File: config.mk
export PLATFORM = sky130hd
export DESIGN_NAME = imu_time_aligner_flat
export DESIGN_NICKNAME = d
export VERILOG_FILES = /design/src/rtl/imu_time_aligner_if.sv /design/src/rtl/imu_time_aligner.sv /design/src/flat_wrapper.sv
export SDC_FILE = /design/constraint.sdc
export NUM_CORES = 1
export LEC_CHECK = 0
export BUFFER_PORTS_ARGS = -buffer_cell sky130_fd_sc_hd__buf_2
export CAP_MARGIN = 20
export CORE_ASPECT_RATIO = 0.6
export CORE_MARGIN = 2
export CORE_UTILIZATION = 55
export CTS_CLUSTER_SIZE = 28
export DETAILED_ROUTE_END_ITERATION = 12
export PLACE_DENSITY = 0.81
export SYNTH_ARGS = -nofsm -noshare
export SYNTH_HDL_FRONTEND = slang
export SYNTH_SLANG_ARGS = --single-unit
File: constraint.sdc
create_clock -name clk -period 4.3 [get_ports clk]
set_clock_uncertainty 0.2 [all_clocks]
set_input_delay 0.215 -clock clk [delete_from_list [all_inputs] [get_ports clk]]
set_output_delay 0.215 -clock clk [all_outputs]
set_load 0.02 [all_outputs]
File: src/rtl/imu_time_aligner_if.sv
// Query, FIFO-read and result signals between imu_time_aligner and its neighbours.
// IMU_ALIGN_DELTA_EN adds the two query-relative delta outputs.
interface imu_time_aligner_if;
    logic         query_valid;
    logic [63:0]  query_time;
    logic         query_ready;
    logic         buf_empty;
    logic         buf_rd_en;
    logic [127:0] buf_data;
    logic         buf_valid;
    logic         out_valid;
    logic         out_ready;
    logic [63:0]  out_imu_before;
    logic [63:0]  out_time_before;
    logic [63:0]  out_imu_after;
    logic [63:0]  out_time_after;
    logic [2:0]   out_status;
`ifdef IMU_ALIGN_DELTA_EN
    logic [63:0]  out_delta_before;
    logic [63:0]  out_delta_after;
`endif

    modport slave (
        input  query_valid, query_time, buf_empty, buf_data, buf_valid, out_ready,
        output query_ready, buf_rd_en, out_valid, out_imu_before, out_time_before,
               out_imu_after, out_time_after, out_status
`ifdef IMU_ALIGN_DELTA_EN
        , output out_delta_before, out_delta_after
`endif
    );

    modport master (
        output query_valid, query_time, buf_empty, buf_data, buf_valid, out_ready,
        input  query_ready, buf_rd_en, out_valid, out_imu_before, out_time_before,
               out_imu_after, out_time_after, out_status
`ifdef IMU_ALIGN_DELTA_EN
        , input out_delta_before, out_delta_after
`endif
    );
endinterface

File: src/rtl/imu_time_aligner.sv
// Finds the IMU samples bracketing a query time by popping the timestamp FIFO through a lookahead register.
// Optional feature macro: IMU_ALIGN_DELTA_EN (query-relative delta outputs).
module imu_time_aligner #(
    parameter int          TIMEOUT_CYCLES = 1024,
    parameter int          TO_WIDTH       = $clog2(TIMEOUT_CYCLES + 1),
    parameter logic [63:0] MAX_GAP        = 64'd10000
) (
    input logic               clk,
    input logic               rst,
    imu_time_aligner_if.slave bus
);
    typedef enum logic [2:0] {IDLE, CHECK, REQ, WAIT, OUT} state_t;

    state_t                state, state_nxt;
    logic [63:0]           q_time;
    logic [127:0]          prev, la;
    logic                  prev_valid, la_valid;
    logic [TO_WIDTH-1:0]   to_cnt;
    logic                  la_hit, timeout, load_out, after_ok;
    logic                  rd_en, qry_rdy;

    logic                  out_valid_r;
    logic [127:0]          out_before, out_after;
    logic [2:0]            status_r;
`ifdef IMU_ALIGN_DELTA_EN
    logic [63:0]           delta_before_r, delta_after_r;
`endif

    function automatic logic gap_exceeds(input logic [63:0] t_after, input logic [63:0] t_before);
        return (t_after - t_before) > MAX_GAP;
    endfunction

    function automatic logic [63:0] delta_of(input logic [63:0] a, input logic [63:0] b, input logic ok);
        return ok ? (a - b) : 64'd0;
    endfunction

    assign la_hit   = la_valid && (la[63:0] >= q_time);
    assign timeout  = bus.buf_empty && (to_cnt == TO_WIDTH'(TIMEOUT_CYCLES - 1));
    // Results are captured on the transition into OUT; only a CHECK hit carries an "after" sample.
    assign load_out = (state_nxt == OUT) && (state != OUT);
    assign after_ok = (state == CHECK);

    always_comb begin
        state_nxt = state;
        rd_en     = 1'b0;
        qry_rdy   = 1'b0;
        case (state)
            IDLE: begin
                qry_rdy = 1'b1;
                if (bus.query_valid) state_nxt = CHECK;
            end
            CHECK: state_nxt = la_hit ? OUT : REQ;
            REQ: begin
                if (!bus.buf_empty) begin
                    rd_en     = 1'b1;
                    state_nxt = WAIT;
                end else if (timeout) begin
                    state_nxt = OUT;
                end
            end
            WAIT: if (bus.buf_valid) state_nxt = CHECK;
            OUT:  if (bus.out_ready) state_nxt = IDLE;
            default: state_nxt = IDLE;
        endcase
    end

    always_ff @(posedge clk) begin
        if (rst) begin
            state          <= IDLE;
            q_time         <= '0;
            prev           <= '0;
            prev_valid     <= 1'b0;
            la             <= '0;
            la_valid       <= 1'b0;
            to_cnt         <= '0;
            out_valid_r    <= 1'b0;
            out_before     <= '0;
            out_after      <= '0;
            status_r       <= '0;
`ifdef IMU_ALIGN_DELTA_EN
            delta_before_r <= '0;
            delta_after_r  <= '0;
`endif
        end else begin
            state <= state_nxt;
            case (state)
                IDLE: if (bus.query_valid) begin
                    q_time <= bus.query_time;
                    to_cnt <= '0;
                end
                CHECK: if (!la_hit && la_valid) begin
                    prev       <= la;
                    prev_valid <= 1'b1;
                    la_valid   <= 1'b0;
                end
                REQ:  if (bus.buf_empty) to_cnt <= to_cnt + TO_WIDTH'(1);
                WAIT: if (bus.buf_valid) begin
                    la       <= bus.buf_data;
                    la_valid <= 1'b1;
                end
                OUT:  if (bus.out_ready) out_valid_r <= 1'b0;
                default: ;
            endcase
            if (load_out) begin
                out_valid_r <= 1'b1;
                out_before  <= prev;
                out_after   <= after_ok ? la : 128'd0;
                status_r    <= {prev_valid && after_ok && gap_exceeds(la[63:0], prev[63:0]),
                                after_ok, prev_valid};
`ifdef IMU_ALIGN_DELTA_EN
                delta_before_r <= delta_of(q_time, prev[63:0], prev_valid);
                delta_after_r  <= delta_of(la[63:0], q_time, after_ok);
`endif
            end
        end
    end

    assign bus.query_ready     = qry_rdy;
    assign bus.buf_rd_en       = rd_en;
    assign bus.out_valid       = out_valid_r;
    assign bus.out_imu_before  = out_before[127:64];
    assign bus.out_time_before = out_before[63:0];
    assign bus.out_imu_after   = out_after[127:64];
    assign bus.out_time_after  = out_after[63:0];
    assign bus.out_status      = status_r;
`ifdef IMU_ALIGN_DELTA_EN
    assign bus.out_delta_before = delta_before_r;
    assign bus.out_delta_after  = delta_after_r;
`endif
endmodule

File: src/flat_wrapper.sv
// flat-port wrapper written by rule: the top's interface ports become plain ports
module imu_time_aligner_flat 
#(
    parameter int          TIMEOUT_CYCLES = 1024,
    parameter int          TO_WIDTH       = $clog2(TIMEOUT_CYCLES + 1),
    parameter logic [63:0] MAX_GAP        = 64'd10000
)
  (clk, rst, bus_query_valid, bus_query_time, bus_buf_empty, bus_buf_data, bus_buf_valid, bus_out_ready, bus_query_ready, bus_buf_rd_en, bus_out_valid, bus_out_imu_before, bus_out_time_before, bus_out_imu_after, bus_out_time_after, bus_out_status);
  imu_time_aligner_if bus_i ();
  input logic clk;
  input logic rst;
  input wire logic [$bits(bus_i.query_valid)-1:0] bus_query_valid;
  input wire logic [$bits(bus_i.query_time)-1:0] bus_query_time;
  input wire logic [$bits(bus_i.buf_empty)-1:0] bus_buf_empty;
  input wire logic [$bits(bus_i.buf_data)-1:0] bus_buf_data;
  input wire logic [$bits(bus_i.buf_valid)-1:0] bus_buf_valid;
  input wire logic [$bits(bus_i.out_ready)-1:0] bus_out_ready;
  output wire logic [$bits(bus_i.query_ready)-1:0] bus_query_ready;
  output wire logic [$bits(bus_i.buf_rd_en)-1:0] bus_buf_rd_en;
  output wire logic [$bits(bus_i.out_valid)-1:0] bus_out_valid;
  output wire logic [$bits(bus_i.out_imu_before)-1:0] bus_out_imu_before;
  output wire logic [$bits(bus_i.out_time_before)-1:0] bus_out_time_before;
  output wire logic [$bits(bus_i.out_imu_after)-1:0] bus_out_imu_after;
  output wire logic [$bits(bus_i.out_time_after)-1:0] bus_out_time_after;
  output wire logic [$bits(bus_i.out_status)-1:0] bus_out_status;
  assign bus_i.query_valid = bus_query_valid;
  assign bus_i.query_time = bus_query_time;
  assign bus_i.buf_empty = bus_buf_empty;
  assign bus_i.buf_data = bus_buf_data;
  assign bus_i.buf_valid = bus_buf_valid;
  assign bus_i.out_ready = bus_out_ready;
  assign bus_query_ready = bus_i.query_ready;
  assign bus_buf_rd_en = bus_i.buf_rd_en;
  assign bus_out_valid = bus_i.out_valid;
  assign bus_out_imu_before = bus_i.out_imu_before;
  assign bus_out_time_before = bus_i.out_time_before;
  assign bus_out_imu_after = bus_i.out_imu_after;
  assign bus_out_time_after = bus_i.out_time_after;
  assign bus_out_status = bus_i.out_status;
  imu_time_aligner #(.TIMEOUT_CYCLES(TIMEOUT_CYCLES), .TO_WIDTH(TO_WIDTH), .MAX_GAP(MAX_GAP)) u_core (.clk(clk), .rst(rst), .bus(bus_i));
endmodule
==> flow_metrics.tcl, run 1 <==
set metrics [dict create \
    hold_viol_final 0 \
    r2r_cells 14 \
    grt_first_pass_wirelength_mm 155.8 \
    stdcell_count 4835 \
    grt_antenna_before_repair 4 \
    routed_wl_mm 101.7 \
    htree_levels 2 \
    grt_max_degree 221 \
    multi_input_area_sq_um 13400 \
    viasPerCell 6.037 \
    max_freq_ghz 0.2409 \
    finalCriticalPeriod_ns 4.151 \
    port_buffers 459 \
    relSlewSlack 0.1925 \
    cts_made_buffers 53 \
    dp.final_hpwl_mm 66.11 \
    gp_congestion 1.046 \
    worst_setup_path_end_kind "flop" \
    required_ns 4.59 \
    core-area_sq_um 47860 \
    holdCritPathClass "input pin to flop" \
    critPathMaxFanout 5 \
    cp-start-kind "flop" \
    fin_crit_sh 0.9653 \
    cts_sinks 596 \
    crit_type "flop to flop" \
    ys_ff_latch 596 \
    cp_num_buf_inv 2 \
    syn_inst 3487 \
    path_clk_slew_ns 0.08 \
    ir_drop_mv 0.3081 \
    dieArea_sq_um 50310 \
    vias 29187 \
    boundaryPins 460 \
    fp.dieW_microns 288.2 \
    synth_most_common_cell "nand2_1" \
    critPathLaunch "u_core.la[0]" \
    grt_usage 0.3915 \
    drt-pass1-iter-count 9 \
    rr_startpoint "u_core.la[0]" \
    post-place-cells 4497 \
    nets 4475 \
    grt_pass1_vias 27140 \
    wl_per_cell_microns 21.03 \
    synth_cell_types 81 \
    drt-initial-drc-count 4374 \
    clkLatencyLatePin_ns 0.61 \
    crit_arrival_ns 4.44 \
    slew_violations 0 \
    report.power.total_w 0.01248 \
    synth_top_area_share 0.4475 \
    drcViolationCount 0 \
    path_depth 14 \
    critPathCapture "u_core.bus.out_status[2]" \
    crit_path_max_incr_delay_ns 0.52 \
    status "completed" \
    drive_above_1_share 0.1739 \
    yosys_warnings 0 \
    syn-num-nets 3814 \
    crit_chain "inv_1 -> ha_1 -> fa_1 -> nor2b_2 -> o2111ai_1 -> buf_4 -> a211o_1 -> a31oi_4 -> o21ai_2 -> mux2_4 -> or4_1 -> or4_4 -> nor4_2 -> nor2_1" \
    rrSetupSlack_ns 0.15 \
    setup-violations-final 0 \
    synthTopCellsByArea "dfxtp_1, nand2_1, a21oi_1" \
    ys_top_cells_by_count "nand2_1, dfxtp_1, a21oi_1" \
    setup_tns_ns 0 \
    ant_nets 0 \
    r2r-end "u_core.bus.out_status[2]" \
    synthToLayoutAreaGrowth_pct 29.23 \
    tightest_slew_ns 1.211 \
    drv_cap 0 \
    cts_tree "yes" \
    power.density_nw_per_um2 362.1 \
    ys.flop_type "dfxtp_1" \
    async_flop_share 0 \
    clk_path_buf_depth 3 \
    cpMaxStageDelayCell "or4_4" \
    critical-path-top-delay-family "simple AND/OR/NAND/NOR gates" \
    fill_cells 3451 \
    dieHeight_microns 174.5 \
    overflow 0 \
    seqCellArea_sq_um 11930 \
    syn_area_per_cell_sq_um 7.646 \
    postLayoutSetupSlackWorst_ns 0.1491 \
    leakage_nw 14.55 \
    root_buffer "clkbuf_16" \
    synth-edff-count 0 \
    initial_utilization 0.5570 \
    rows 62 \
    seq_area_frac_synth 0.4475 \
    pre_cts_slack_ns 0.1391 \
    syn_area_sq_um 26660 \
    synth.largest_area_cell "dfxtp_1" \
]
worst min-delay path, delay by kind of cell:
kind,cells,cell delay [ns]
AO/OA/AOI/OAI,1,0.05
AND/OR/NAND/NOR,1,0.05
buffers and inverters,2,0.65
placed cells by master, fill, tap and decap left out, types with 13 or more instances in the layout:
master and count:
nand3_1 33, nor2_1 215, inv_1 143, nand4_1 48, clkbuf_16 53, a21o_1 28
buf_4 128, nor3_1 24, xnor2_1 14, o21ai_0 71, nand2_1 1005, dlygate4sd3_1 236
a22oi_1 132, a21oi_1 569, nand2b_1 13, ha_1 127, a211oi_1 14, xor2_1 22
buf_2 458, clkbuf_8 15, dfxtp_1 596
sequential cells by signal, indices dropped and copies added, names as in the netlist:
signal,flops
u_core.prev_valid,1
u_core.out_after,128
u_core.bus.out_valid,1
u_core.la,128
u_core.prev,128
u_core.to_cnt,11
u_core.bus.out_status,3
u_core.q_time,64
u_core.state,3
u_core.la_valid,1
u_core.out_before,128
worst min-delay path by stage:
stage                             end  slack [ns]  depth (start not counted)              startpoint
3_3_place_gp   u_core.out_before[113]        0.24                          2  u_core.out_before[113]
4_1_cts                 u_core.la[91]        0.17                          4        bus_buf_data[91]
6_report               u_core.la[114]        0.20                          4       bus_buf_data[114]
2_1_floorplan       u_core.q_time[10]        0.15                          2      bus_query_time[10]
3_5_place_dp    u_core.out_before[62]        0.24                          2   u_core.out_before[62]
5_1_grt                 u_core.la[96]        0.21                          4        bus_buf_data[96]
timing repair:
action | CTS | global route
setup endpoints to repair | 0 | 67
hold buffers | 236 | 0
setup buffers | 0 | 0
resized for setup | 0 | 12
hold endpoints to repair | 262 | 0
per-layer routing:
layer	up-vias	routed length [microns]	track usage
met5	-	0	0
met4	0	5645	0.1865
met3	476	12650	0.1085
met2	2064	42240	0.5529
met1	13494	41140	0.5491
li1	13153	-	-
stage by stage:
step,area [sq um],util,hold WS [ns]
detailed placement,30120,0.6292,0.2399
global route,34450,0.7198,0.2075
global placement,30120,0.6292,0.2357
floorplan,26660,-,0.1510
finish,34450,0.7198,0.2033
CTS,34390,0.7185,0.1682
report_power, final:
part,switching [W],internal (W)
Combinational,0.000922,0.000690
Clock,0.00231,0.00292
Sequential,0.0000496,0.00558
Total,0.00328,0.00920
final cells by class:
class,count,share of cell area
multi-input combinational,2519,0.3888
sequential,596,0.3463
timing repair buffer,835,0.1704
clock buffer,75,0.04525
tap,640,0.02324
inverter,143,0.01558
clock inverter,24,0.01020
antenna,3,0.0002179
logic make-up after synthesis:
family                   after synthesis  synth area share
AND/OR/NAND/NOR                     1414            0.2173
XOR/XNOR                              36           0.01183
flip-flops                           596            0.4475
buffers and inverters                372           0.05397
AO/OA/AOI/OAI                        930            0.2046
adder cells (fa/ha/maj)              129           0.06082
multiplexers                          10          0.003989
Power figures use the tool's default switching activity.
==> run 2, diff against run 1 <==
--- a/config.mk
+++ b/config.mk
@@ -12,6 +12,7 @@
 export CORE_UTILIZATION = 55
 export CTS_CLUSTER_SIZE = 28
 export DETAILED_ROUTE_END_ITERATION = 12
+export MAX_ROUTING_LAYER = met4
 export PLACE_DENSITY = 0.81
 export SYNTH_ARGS = -nofsm -noshare
 export SYNTH_HDL_FRONTEND = slang
==> run 2 against run 1 <==
Effect of this change:
- fmax shrank 2.7%
- core utilization shrank 0.44 points
- total power shrank 1.8%
- register-to-register slack lost 0.12 ns
- critical path type unchanged
- highest routed layer unchanged
==> flow_metrics.tcl, run 2 (synthesized netlist as in run 1, its figures left out) <==
set metrics [dict create \
    status "completed" \
    stdcell_count 4824 \
    grt_max_degree 148 \
    crit_type "flop to flop" \
    initial_utilization 0.5570 \
    grt_first_pass_wirelength_mm 156.3 \
    boundaryPins 460 \
    setup-violations-final 0 \
    drt-initial-drc-count 4152 \
    fin_crit_sh 0.9926 \
    worst_hold_slack_ns 0.1949 \
    nets 4460 \
    dieHeight_microns 174.5 \
    fill_cells 3442 \
    cts_tree "yes" \
    ir_drop_mv 0.3144 \
    grt_usage 0.4066 \
    final_common_cell "nand2_1" \
    relSlewSlack 0.2506 \
    synthToLayoutAreaGrowth_pct 28.44 \
    post-place-cells 4490 \
    drcViolationCount 0 \
    htree_levels 2 \
    cts_made_buffers 53 \
    crit_path_max_incr_delay_ns 0.59 \
    gp_congestion 1.052 \
    rsz0062_at_grt "true" \
    leakage_nw 14.44 \
    post-route-util 0.7154 \
    required_ns 4.58 \
    ant_nets 0 \
    root_buffer "clkbuf_16" \
    port_buffers 459 \
    viasPerCell 6.017 \
    fp.dieW_microns 288.2 \
    dieArea_sq_um 50310 \
    power.density_nw_per_um2 357.9 \
    core-area_sq_um 47860 \
    holdCritPathClass "input pin to flop" \
    final_cell_mix "nand2_1, dfxtp_1, a21oi_1" \
    tightest_slew_ns 1.124 \
    overflow 0 \
    cp-start-kind "flop" \
    dp.final_hpwl_mm 68.21 \
    max_freq_ghz 0.2343 \
    finalCriticalPeriod_ns 4.268 \
    drt-pass1-iter-count 8 \
    critical-path-top-delay-family "simple AND/OR/NAND/NOR gates" \
    clk_path_buf_depth 3 \
    cpMaxStageDelayCell "o21ai_0" \
    routed_wl_mm 103.0 \
    clkLatencyLatePin_ns 0.61 \
    grt_pass1_vias 26951 \
    rows 62 \
    report.power.total_w 0.01226 \
    worst_setup_path_end_kind "flop" \
    path_clk_slew_ns 0.08 \
    cp_num_buf_inv 1 \
    hold_viol_final 0 \
    vias 29024 \
    crit_arrival_ns 4.55 \
    drive_above_1_share 0.1705 \
    drv_cap 0 \
    wl_per_cell_microns 21.36 \
    crit_chain "ha_1 -> buf_4 -> and4_1 -> a21o_1 -> a211o_1 -> o21ai_0 -> nand2_1 -> xor2_1 -> nor3_1 -> nand4_1 -> or4_1 -> nor4_1 -> nor2_1" \
    slew_violations 0 \
    critPathMaxFanout 7 \
    cts_sinks 596 \
    grt_antenna_before_repair 9 \
]
-- run 2: cell count changes in the layout (fill, tap and decap cells not counted), sizes merged --
cell | previous run | this run
dlygate4sd3 | 236 | 228
buf | 599 | 592
diode | 3 | 9
clkbuf | 75 | 80
clkinv | 13 | 9
bufinv | 6 | 3
-- run 2: layout make-up --
| type | instances | area [sq um] | area share |
|---|---|---|---|
| timing repair buffer | 820 | 5763 | 0.1683 |
| tap | 640 | 800.8 | 0.02339 |
| clock inverter | 17 | 219.0 | 0.006394 |
| multi-input combinational | 2519 | 13360 | 0.3902 |
| inverter | 143 | 536.8 | 0.01568 |
| antenna | 9 | 22.52 | 0.0006577 |
| clock buffer | 80 | 1608 | 0.04695 |
| sequential | 596 | 11930 | 0.3484 |
-- run 2: final timing paths --
| check | cells past startpoint | start | slack, ns | end |
|---|---|---|---|---|
| max | 13 | u_core.la[15] | 0.03 | u_core.bus.out_status[2] |
| min | 4 | bus_buf_data[84] | 0.19 | u_core.la[84] |
| max reg2reg | 13 | u_core.la[15] | 0.03 | u_core.bus.out_status[2] |
| min reg2reg | 2 | u_core.out_before[23] | 0.24 | u_core.out_before[23] |
-- run 2: metal layers --
layer / vias to the layer above / share of wire / wire length, microns / GRT usage
met1: 13449 / 0.41 / 42630 / 0.5569
li1: 13104 / - / - / -
met2: 2051 / 0.41 / 42710 / 0.5667
met5: - / 0 / 0 / -
met4: 0 / 0.047 / 4890 / 0.1669
met3: 420 / 0.12 / 12820 / 0.1045
-- run 2: repair_timing --
action	CTS	global route
endpoints found under the setup margin	0	135
hold buffers	228	0
setup buffers	0	0
hold endpoints to repair	247	0
resized for setup	0	6
-- run 2: metrics by stage --
step | setup WS (ns) | instance area, sq um | setup TNS [ns]
3_3_place_gp | 0.2048 | 30090 | 0
5_1_grt | -0.04412 | 34240 | -0.04412
6_report | 0.03174 | 34240 | 0
2_1_floorplan | 0.5179 | 26660 | 0
4_1_cts | 0.1269 | 34200 | 0
3_5_place_dp | 0.1795 | 30090 | 0
-- run 2: report_power, final --
part / internal (W) / total (W) / switching, W / leakage [nW]
sequential: 0.00558 / 0.00563 / 0.0000496 / 4.81
combinational: 0.000678 / 0.00160 / 0.000927 / 8.73
clock: 0.00278 / 0.00502 / 0.00224 / 0.891
total: 0.00904 / 0.0123 / 0.00321 / 14.4
-- run 2: worst reg2reg max path, delay by kind of cell (launching register included) --
kind | cells | cell delay [ns]
flip-flops | 1 | 0.48
AND/OR/NAND/NOR | 7 | 1.62
XOR/XNOR | 1 | 0.22
AO/OA/AOI/OAI | 3 | 1.08
adder cells (fa/ha/maj) | 1 | 0.35
buffers and inverters | 1 | 0.20
